File: src/rtl/debounce_pkg.sv
// Shared types and constants for the button debouncer / auto-repeat pulse generator.
package debounce_pkg;

    typedef enum logic [2:0] {
        IDLE,
        PRESS_WAIT,
        PRESSED,
        REPEAT,
        RELEASE_WAIT
    } state_e;

    localparam int MIN_STABLE_CYCLES = 2;
    // Hold and repeat periods below 2 would let two strobes land on back-to-back cycles.
    localparam int MIN_PERIOD_CYCLES = 2;

    function automatic int max3(input int a, input int b, input int c);
        int m;
        m = (a > b) ? a : b;
        return (m > c) ? m : c;
    endfunction

endpackage

File: src/rtl/sync_2ff.sv
// Two-flop synchronizer bringing the raw button level into the clk domain.
module sync_2ff (
    input  logic clk,
    input  logic reset,
    input  logic d,
    output logic q
);

    logic meta_q;

    always_ff @(posedge clk) begin
        if (reset) begin
            meta_q <= 1'b0;
            q      <= 1'b0;
        end else begin
            meta_q <= d;
            q      <= meta_q;
        end
    end

endmodule

File: src/rtl/debounce_pulse_gen.sv
// Debounces a raw button and emits single-cycle decrement strobes: one per accepted
// press, then auto-repeat strobes while the button stays held.
module debounce_pulse_gen
    import debounce_pkg::*;
#(
    parameter int STABLE_CYCLES = 4,
    parameter int HOLD_CYCLES   = 50,
    parameter int REPEAT_CYCLES = 10,
    parameter int REPEAT_EN     = 1
) (
    input  logic clk,
    input  logic reset,
    input  logic btn_in,
    output logic level_out,
    output logic pulse_out
);

    localparam int STABLE_EFF = (STABLE_CYCLES < MIN_STABLE_CYCLES) ? MIN_STABLE_CYCLES : STABLE_CYCLES;
    localparam int HOLD_EFF   = (HOLD_CYCLES < MIN_PERIOD_CYCLES) ? MIN_PERIOD_CYCLES : HOLD_CYCLES;
    localparam int REPEAT_EFF = (REPEAT_CYCLES < MIN_PERIOD_CYCLES) ? MIN_PERIOD_CYCLES : REPEAT_CYCLES;
    localparam int CNT_W      = $clog2(max3(STABLE_EFF, HOLD_EFF, REPEAT_EFF) + 1);

    localparam logic [CNT_W-1:0] CNT_ONE     = CNT_W'(1);
    localparam logic [CNT_W-1:0] CNT_MAX     = '1;
    localparam logic [CNT_W-1:0] STABLE_C    = CNT_W'(STABLE_EFF);
    localparam logic [CNT_W-1:0] HOLD_LAST   = CNT_W'(HOLD_EFF - 1);
    localparam logic [CNT_W-1:0] REPEAT_LAST = CNT_W'(REPEAT_EFF - 1);

    logic             sync_q;
    state_e           state_q;
    logic [CNT_W-1:0] stableCnt_q;
    logic [CNT_W-1:0] holdCnt_q;
    logic [CNT_W-1:0] repeatCnt_q;
    logic             level_q;
    logic             pulse_q;
    logic [CNT_W-1:0] stableCnt_d;
    logic [CNT_W-1:0] holdCnt_d;
    logic [CNT_W-1:0] repeatCnt_d;

    sync_2ff u_sync (
        .clk   (clk),
        .reset (reset),
        .d     (btn_in),
        .q     (sync_q)
    );

    // Saturating increments so a stuck button can never wrap a counter back to a trigger value.
    always_comb begin
        stableCnt_d = (stableCnt_q == CNT_MAX) ? stableCnt_q : stableCnt_q + CNT_ONE;
        holdCnt_d   = (holdCnt_q   == CNT_MAX) ? holdCnt_q   : holdCnt_q   + CNT_ONE;
        repeatCnt_d = (repeatCnt_q == CNT_MAX) ? repeatCnt_q : repeatCnt_q + CNT_ONE;
    end

    always_ff @(posedge clk) begin
        if (reset) begin
            state_q     <= IDLE;
            stableCnt_q <= '0;
            holdCnt_q   <= '0;
            repeatCnt_q <= '0;
            level_q     <= 1'b0;
            pulse_q     <= 1'b0;
        end else begin
            pulse_q <= 1'b0;
            case (state_q)
                IDLE: begin
                    if (sync_q) begin
                        state_q     <= PRESS_WAIT;
                        stableCnt_q <= CNT_ONE;
                    end
                end
                PRESS_WAIT: begin
                    if (!sync_q) begin
                        state_q     <= IDLE;
                        stableCnt_q <= '0;
                    end else if (stableCnt_q >= STABLE_C) begin
                        state_q     <= PRESSED;
                        stableCnt_q <= '0;
                        holdCnt_q   <= '0;
                        level_q     <= 1'b1;
                        pulse_q     <= 1'b1;
                    end else begin
                        stableCnt_q <= stableCnt_d;
                    end
                end
                PRESSED: begin
                    if (!sync_q) begin
                        state_q     <= RELEASE_WAIT;
                        stableCnt_q <= CNT_ONE;
                    end else if ((REPEAT_EN != 0) && (holdCnt_q == HOLD_LAST)) begin
                        state_q     <= REPEAT;
                        repeatCnt_q <= '0;
                        pulse_q     <= 1'b1;
                    end else begin
                        holdCnt_q <= holdCnt_d;
                    end
                end
                REPEAT: begin
                    if (!sync_q) begin
                        state_q     <= RELEASE_WAIT;
                        stableCnt_q <= CNT_ONE;
                    end else if (repeatCnt_q == REPEAT_LAST) begin
                        repeatCnt_q <= '0;
                        pulse_q     <= 1'b1;
                    end else begin
                        repeatCnt_q <= repeatCnt_d;
                    end
                end
                RELEASE_WAIT: begin
                    // A bounce back high resumes the press without a strobe; the hold delay starts over.
                    if (sync_q) begin
                        state_q     <= PRESSED;
                        stableCnt_q <= '0;
                        holdCnt_q   <= '0;
                    end else if (stableCnt_d >= STABLE_C) begin
                        state_q     <= IDLE;
                        stableCnt_q <= '0;
                        level_q     <= 1'b0;
                    end else begin
                        stableCnt_q <= stableCnt_d;
                    end
                end
                default: begin
                    state_q <= IDLE;
                end
            endcase
        end
    end

    assign level_out = level_q;
    assign pulse_out = pulse_q;

endmodule

File: config.mk
export PLATFORM = sky130hd
export DESIGN_NAME = debounce_pulse_gen
export DESIGN_NICKNAME = d
export VERILOG_FILES = /design/src/rtl/debounce_pkg.sv /design/src/rtl/sync_2ff.sv /design/src/rtl/debounce_pulse_gen.sv
export SDC_FILE = /design/constraint.sdc
export NUM_CORES = 1
export LEC_CHECK = 0
export CORE_MARGIN = 1
export CORE_UTILIZATION = 30
export CTS_CLUSTER_DIAMETER = 150
export DETAILED_ROUTE_END_ITERATION = 10
export GPL_TIMING_DRIVEN = 0
export SKIP_CTS_REPAIR_TIMING = 1
export SYNTH_ARGS = -nofsm -noshare
export SYNTH_HDL_FRONTEND = slang
export SYNTH_SLANG_ARGS = --single-unit
File: constraint.sdc
create_clock -name clk -period 5.1 [get_ports clk]
set_clock_uncertainty 0.05 [all_clocks]
set_input_delay 1.02 -clock clk [delete_from_list [all_inputs] [get_ports clk]]
set_output_delay 1.02 -clock clk [all_outputs]
set_load 0.005 [all_outputs]
==> flow_metrics.env, run 1 <==
export IMPL_chipWidth_um=69.5
export IMPL_hold_viol=0
export IMPL_gp_routability_congestion=0.771
export IMPL_netlist_instances=162
export IMPL_setup_worst_path_start_class="flop"
export IMPL_slew_headroom_pct=63.0
export IMPL_maxSlewViolCount=0
export IMPL_synth_seq_cells=25
export IMPL_numPortBuffers=4
export IMPL_vias=1156
export IMPL_grt_usage_pct=12.0
export IMPL_switching_share_pct=22.6
export IMPL_cp_max_fo=8
export IMPL_power_frac_comb_pct=4.1
export IMPL_initial_core_util_pct=31.4
export IMPL_dieArea_mm2=0.00482
export IMPL_clkPwrFrac_pct=36.3
export IMPL_syn_area_mm2=0.00137
export IMPL_path_class="flop to flop"
export IMPL_required_ns=5.25
export IMPL_io_pins=5
export IMPL_wl_um=2680
export IMPL_hold_depth=1
export IMPL_synth_warnings=0
export IMPL_drtPass1Iterations=5
export IMPL_avgSynthCellArea_um2=8.43
export IMPL_ir_worst_vdd_v=0.000101
export IMPL_final_core_util_pct=34.8
export IMPL_drv_cap=0
export IMPL_final_nets=180
export IMPL_rows=24
export IMPL_tightest_slew_ns=0.553
export IMPL_yosysSeqAreaShare_pct=36.7
export IMPL_synth_edf_count=0
export IMPL_syn2layout_area_growth_pct=11.1
export IMPL_vias_per_cell=5.21
export IMPL_cp_end_kind="flop"
export IMPL_rsz0062_at_grt="false"
export IMPL_grt_pass1_vias=1033
export IMPL_r2r_setup_slack_ns=2.89
export IMPL_dieHeight_um=69.5
export IMPL_grt_overflow=0
export IMPL_clockRootBuffer="clkbuf_8"
export IMPL_numCtsBuffers=3
export IMPL_ant_nets=0
export IMPL_finalCritPeriodShare_pct=43.2
export IMPL_r2r_start="holdCnt_q[0]$_SDFFE_PP0P_"
export IMPL_cts_htree_levels=1
export IMPL_setup_viol_count_final=0
export IMPL_clockBufferDepth=2
export IMPL_syn_num_nets=171
export IMPL_status="completed"
export IMPL_grt_pass1_wl_um=4820
export IMPL_fin_tns_setup_ns=0
export IMPL_hold_start="u_sync.meta_q$_SDFF_PP0_"
export IMPL_clock_sinks=25
export IMPL_synthArstFlopShare_pct=0
export IMPL_cp_arrival_ns=2.35
export IMPL_internal_power_uw=257
export IMPL_antenna_found_initial=0
export IMPL_wl_per_cell_um=12.1
export IMPL_remaining_drc_errors=0
export IMPL_worst_hold_path_type="flop to flop"
export IMPL_fin_crit_ns=2.21
export IMPL_diodes=0
export IMPL_p_leak_nw=0.525
export IMPL_synthFlopType="dfxtp_1"
export IMPL_first_iter_violations=40
export IMPL_reg2reg_to="repeatCnt_q[5]$_SDFFE_PP0P_"
export IMPL_path_clk_slew_ns=0.09
export IMPL_clk_insertion_delay_late_ns=0.27
export IMPL_synth_cell_type_count=48
export IMPL_grt_max_degree=15
export IMPL_fmax_mhz=453
export IMPL_fp_coreArea_mm2=0.00435
export IMPL_drive_gt1_share_pct=8.24
export IMPL_seqPwrFrac_pct=59.6
export IMPL_min_to="u_sync.q$_SDFF_PP0_"
export IMPL_p_per_area_mw_per_mm2=219
export IMPL_netSwitchingPower_uw=75.2
export IMPL_cts_tree="done"
export IMPL_rr_worst_depth=6
export IMPL_dpl_hpwl_um=1990
==> worst max path at each step <==
stage,start,end,slack [ns],cells past startpoint
2_1_floorplan,holdCnt_q[0]$_SDFFE_PP0P_,repeatCnt_q[5]$_SDFFE_PP0P_,3.05,6
3_3_place_gp,reset,state_q[0]$_SDFFE_PP0P_,2.64,4
6_report,holdCnt_q[0]$_SDFFE_PP0P_,repeatCnt_q[5]$_SDFFE_PP0P_,2.89,6
5_1_grt,holdCnt_q[0]$_SDFFE_PP0P_,repeatCnt_q[5]$_SDFFE_PP0P_,2.78,6
3_5_place_dp,reset,state_q[0]$_SDFFE_PP0P_,2.64,4
4_1_cts,level_out$_SDFFE_PP0P_,level_out,2.87,1
==> through the flow <==
stage / instances / setup WS [ns] / cell area (um^2) / hold WS [ns] / power [mW]
after floorplan: 162 / 3.05 / 1370 / 0.364 / 0.211
after global placement: 218 / 2.64 / 1470 / 0.372 / 0.216
after detailed placement: 218 / 2.64 / 1470 / 0.387 / 0.216
after CTS: 222 / 2.87 / 1520 / 0.407 / 0.338
after global routing: 222 / 2.78 / 1520 / 0.434 / 0.348
final: 222 / 2.89 / 1520 / 0.400 / 0.332
==> layout by cell type (no fill, tap or decap), types with 2 or more instances in the layout <==
master,n
a211oi_1,6
a21oi_1,11
and2_1,4
and3_2,2
clkbuf_1,4
clkbuf_8,3
clkdlybuf4s50_1,4
dfxtp_1,25
ha_1,6
inv_1,8
nand2_1,11
nand2b_1,3
nand3_1,6
nand3b_1,3
nor2_1,19
nor2b_1,5
nor3_1,5
o21ai_0,5
o31ai_1,2
or3_1,2
or4_1,5
xor2_1,2
==> registers in the layout (all words and copies together) (netlist names) <==
| register | flops |
|---|---|
| u_sync.q | 1 |
| u_sync.meta_q | 1 |
| pulse_out | 1 |
| holdCnt_q | 6 |
| stableCnt_q | 6 |
| level_out | 1 |
| repeatCnt_q | 6 |
| state_q | 3 |
==> metal layers <==
metal | GRT usage [%] | vias up | wire [um]
met3 | 3.05 | 5 | 57
li1 | - | 610 | -
met5 | 0 | - | 0
met1 | 16.5 | 532 | 1400
met2 | 18.6 | 9 | 1190
met4 | 3.40 | 0 | 29
==> power groups by stage <==
stage	registers (mW)	clock network (mW)	logic, mW
floorplan	0.202	0	0.00902
global placement	0.202	0	0.0138
global route	0.198	0.133	0.0159
detailed placement	0.202	0	0.0138
finish	0.198	0.120	0.0137
CTS	0.198	0.126	0.0138
==> cells in the mapped netlist (all sizes together) (2+ instances only) <==
library cell / number / share of area, %
nor4: 2 / 2.0
nand2: 11 / 3.0
nand3: 6 / 2.2
or3b: 2 / 1.5
inv: 8 / 2.2
a21oi: 11 / 4.0
nand3b: 3 / 1.6
and2: 4 / 1.8
clkbuf: 4 / 1.1
a211oi: 6 / 3.3
o31ai: 2 / 1.1
nand2b: 3 / 1.4
xor2: 2 / 1.3
and3: 3 / 1.6
nor3: 5 / 1.8
or3: 2 / 0.92
dfxtp: 25 / 37
a31oi: 2 / 1.4
nor2: 19 / 5.2
ha: 6 / 5.5
nor2b: 5 / 2.3
o21ai: 6 / 2.2
or4: 5 / 2.8
==> cell type report <==
cell class / instances / area, um^2
Multi-Input combinational cell: 124 / 808
Sequential cell: 25 / 500
Timing Repair Buffer: 4 / 40.0
Inverter: 8 / 30.0
Clock inverter: 1 / 5.00
Clock buffer: 3 / 41.3
Tap cell: 52 / 65.1
Buffer: 5 / 26.3
Fill cell: 457 / 2840
==> logic make-up after synthesis <==
kind of cell	count (synthesis)	share of synthesized area, %
multiplexers	2	1.56
AND/OR/NAND/NOR	75	31.3
buffers and inverters	13	4.12
adder cells (fa/ha/maj)	6	5.50
XOR/XNOR	3	1.93
AO/OA/AOI/OAI	38	19.0
flip-flops	25	36.7
==> worst max-delay path, cell delays in order (launching register included) <==
cell      delay [ns]
dfxtp_1         0.40
ha_1            0.15
or3b_4          0.40
nor4_4          0.27
a31oi_2         0.13
or4_1           0.50
a211oi_1        0.23
Note: power is estimated with default switching activity, not from simulation.
==> run 2: changes to the inputs <==
==> constraint.sdc (replaced) <==
create_clock -name clk -period 1.85 [get_ports clk]
set_clock_uncertainty 0.05 [all_clocks]
set_input_delay 0.37 -clock clk [delete_from_list [all_inputs] [get_ports clk]]
set_output_delay 0.37 -clock clk [all_outputs]
set_load 0.005 [all_outputs]
==> flow_metrics.env, run 2 (synthesis results as in run 1) <==
export IMPL_status="finished with violations"
export IMPL_fin_tns_setup_ns=-0.747
export IMPL_cp_max_fo=6
export IMPL_pre_cts_slack_ns=-0.219
export IMPL_ir_worst_vdd_v=0.000284
export IMPL_final_nets=188
export IMPL_rr_worst_depth=7
export IMPL_cts_htree_levels=1
export IMPL_drtPass1Iterations=4
export IMPL_clockRootBuffer="clkbuf_8"
export IMPL_r2r_start="holdCnt_q[1]$_SDFFE_PP0P_"
export IMPL_hold_viol=0
export IMPL_ant_nets=0
export IMPL_regArea_um2=512
export IMPL_final_area_mm2=0.00170
export IMPL_wl_met2_um=1340
export IMPL_reg2reg_to="repeatCnt_q[5]$_SDFFE_PP0P_"
export IMPL_layout_common_cells="nor2_1 (18), dfxtp_1 (18), nand2_1 (11)"
export IMPL_worst_hold_path_type="flop to flop"
export IMPL_fp_coreArea_mm2=0.00435
export IMPL_io_pins=5
export IMPL_worstSetupStartpoint="holdCnt_q[1]$_SDFFE_PP0P_"
export IMPL_path_class="flop to flop"
export IMPL_cts_tree="done"
export IMPL_numCtsBuffers=3
export IMPL_setup_viol_count_final=8
export IMPL_dieArea_mm2=0.00482
export IMPL_maxSlewViolCount=0
export IMPL_vias_per_cell=5.19
export IMPL_drt_met1_wl_um=1440
export IMPL_numPortBuffers=4
export IMPL_chipWidth_um=69.5
export IMPL_grt_max_degree=14
export IMPL_dpl_instance_area_mm2=0.00148
export IMPL_fmax_mhz=478
export IMPL_grt_pass1_vias=1096
export IMPL_rsz0062_at_grt="true"
export IMPL_p_per_area_mw_per_mm2=537
export IMPL_slew_headroom_pct=66.3
export IMPL_fin_crit_ns=2.09
export IMPL_met3WireLength_um=36
export IMPL_r2r_setup_slack_ns=-0.24
export IMPL_remaining_drc_errors=0
export IMPL_top_layer_used="met4"
export IMPL_drive_gt1_share_pct=27.5
export IMPL_hold_depth=1
export IMPL_dpl_hpwl_um=1960
export IMPL_crit_end="repeatCnt_q[5]$_SDFFE_PP0P_"
export IMPL_dieHeight_um=69.5
export IMPL_clock_sinks=25
export IMPL_largest_registers="holdCnt_q: 6 flops, repeatCnt_q: 6 flops, stableCnt_q: 6 flops"
export IMPL_first_iter_violations=28
export IMPL_antenna_found_initial=0
export IMPL_wl_um=2880
export IMPL_fin_ws_ns=-0.240
export IMPL_fill_cells=430
export IMPL_finalCritPeriodShare_pct=113
export IMPL_diodes=0
export IMPL_clockBufferDepth=2
export IMPL_setup_worst_path_start_class="flop"
export IMPL_required_ns=2.00
export IMPL_cp_end_kind="flop"
export IMPL_grt_usage_pct=12.1
export IMPL_tightest_slew_ns=0.506
export IMPL_grt_pass1_wl_um=4730
export IMPL_final_core_util_pct=39.1
export IMPL_gp_routability_congestion=0.822
export IMPL_clk_insertion_delay_late_ns=0.28
export IMPL_drv_cap=0
export IMPL_rows=24
export IMPL_wl_per_cell_um=12.5
export IMPL_syn2layout_area_growth_pct=24.7
export IMPL_cp_arrival_ns=2.25
export IMPL_p_leak_nw=0.575
export IMPL_failed_checks="setup timing"
export IMPL_vias=1193
export IMPL_path_clk_slew_ns=0.08
export IMPL_grt_overflow=0
export IMPL_multi_input_area_um2=923
export IMPL_initial_core_util_pct=31.4
==> run 2: cell count changes in the layout (fill, tap and decap cells not counted), sizes merged <==
cell	change
clkinv	-1
buf	+9
==> run 2: report_power, final <==
part | switching, mW | internal [mW] | leakage [nW]
logic | 0.0242 | 0.0160 | 0.346
clock network | 0.176 | 0.155 | 0.0228
registers | 0.00386 | 0.541 | 0.206
==> run 2: per-layer routing <==
layer,global-route usage (%),up-vias
li1,-,620
met1,14.9,562
met2,19.8,6
met3,1.74,5
met4,7.48,0
met5,0,-
==> run 2: worst min path at each step <==
stage | from | to | slack [ns]
2_1_floorplan | u_sync.meta_q$_SDFF_PP0_ | u_sync.q$_SDFF_PP0_ | 0.36
3_3_place_gp | u_sync.meta_q$_SDFF_PP0_ | u_sync.q$_SDFF_PP0_ | 0.37
3_5_place_dp | u_sync.meta_q$_SDFF_PP0_ | u_sync.q$_SDFF_PP0_ | 0.38
4_1_cts | u_sync.meta_q$_SDFF_PP0_ | u_sync.q$_SDFF_PP0_ | 0.41
5_1_grt | u_sync.meta_q$_SDFF_PP0_ | u_sync.q$_SDFF_PP0_ | 0.45
6_report | u_sync.meta_q$_SDFF_PP0_ | u_sync.q$_SDFF_PP0_ | 0.40
==> run 2: per-stage QoR <==
step	cells	hold slack, ns	power [mW]
after floorplan	162	0.364	0.582
after global placement	218	0.369	0.596
after detailed placement	218	0.385	0.596
after CTS	222	0.406	0.934
after global routing	230	0.446	0.963
final	230	0.404	0.915
==> run 2: area by class of cell <==
class	count	area share, %
multi-input cells	124	54.2
flip-flops and latches	25	30.1
repair buffers	12	5.88
well taps	52	3.82
clock buffers	4	2.65
inverters	8	1.76
plain buffers	5	1.62
==> run 2: critical path, stage by stage, from the launching register on <==
cell	delay, ns
dfxtp_2	0.35
inv_2	0.06
ha_4	0.10
or3b_4	0.38
nor4_4	0.30
a31oi_4	0.09
or4_4	0.50
a211oi_2	0.18
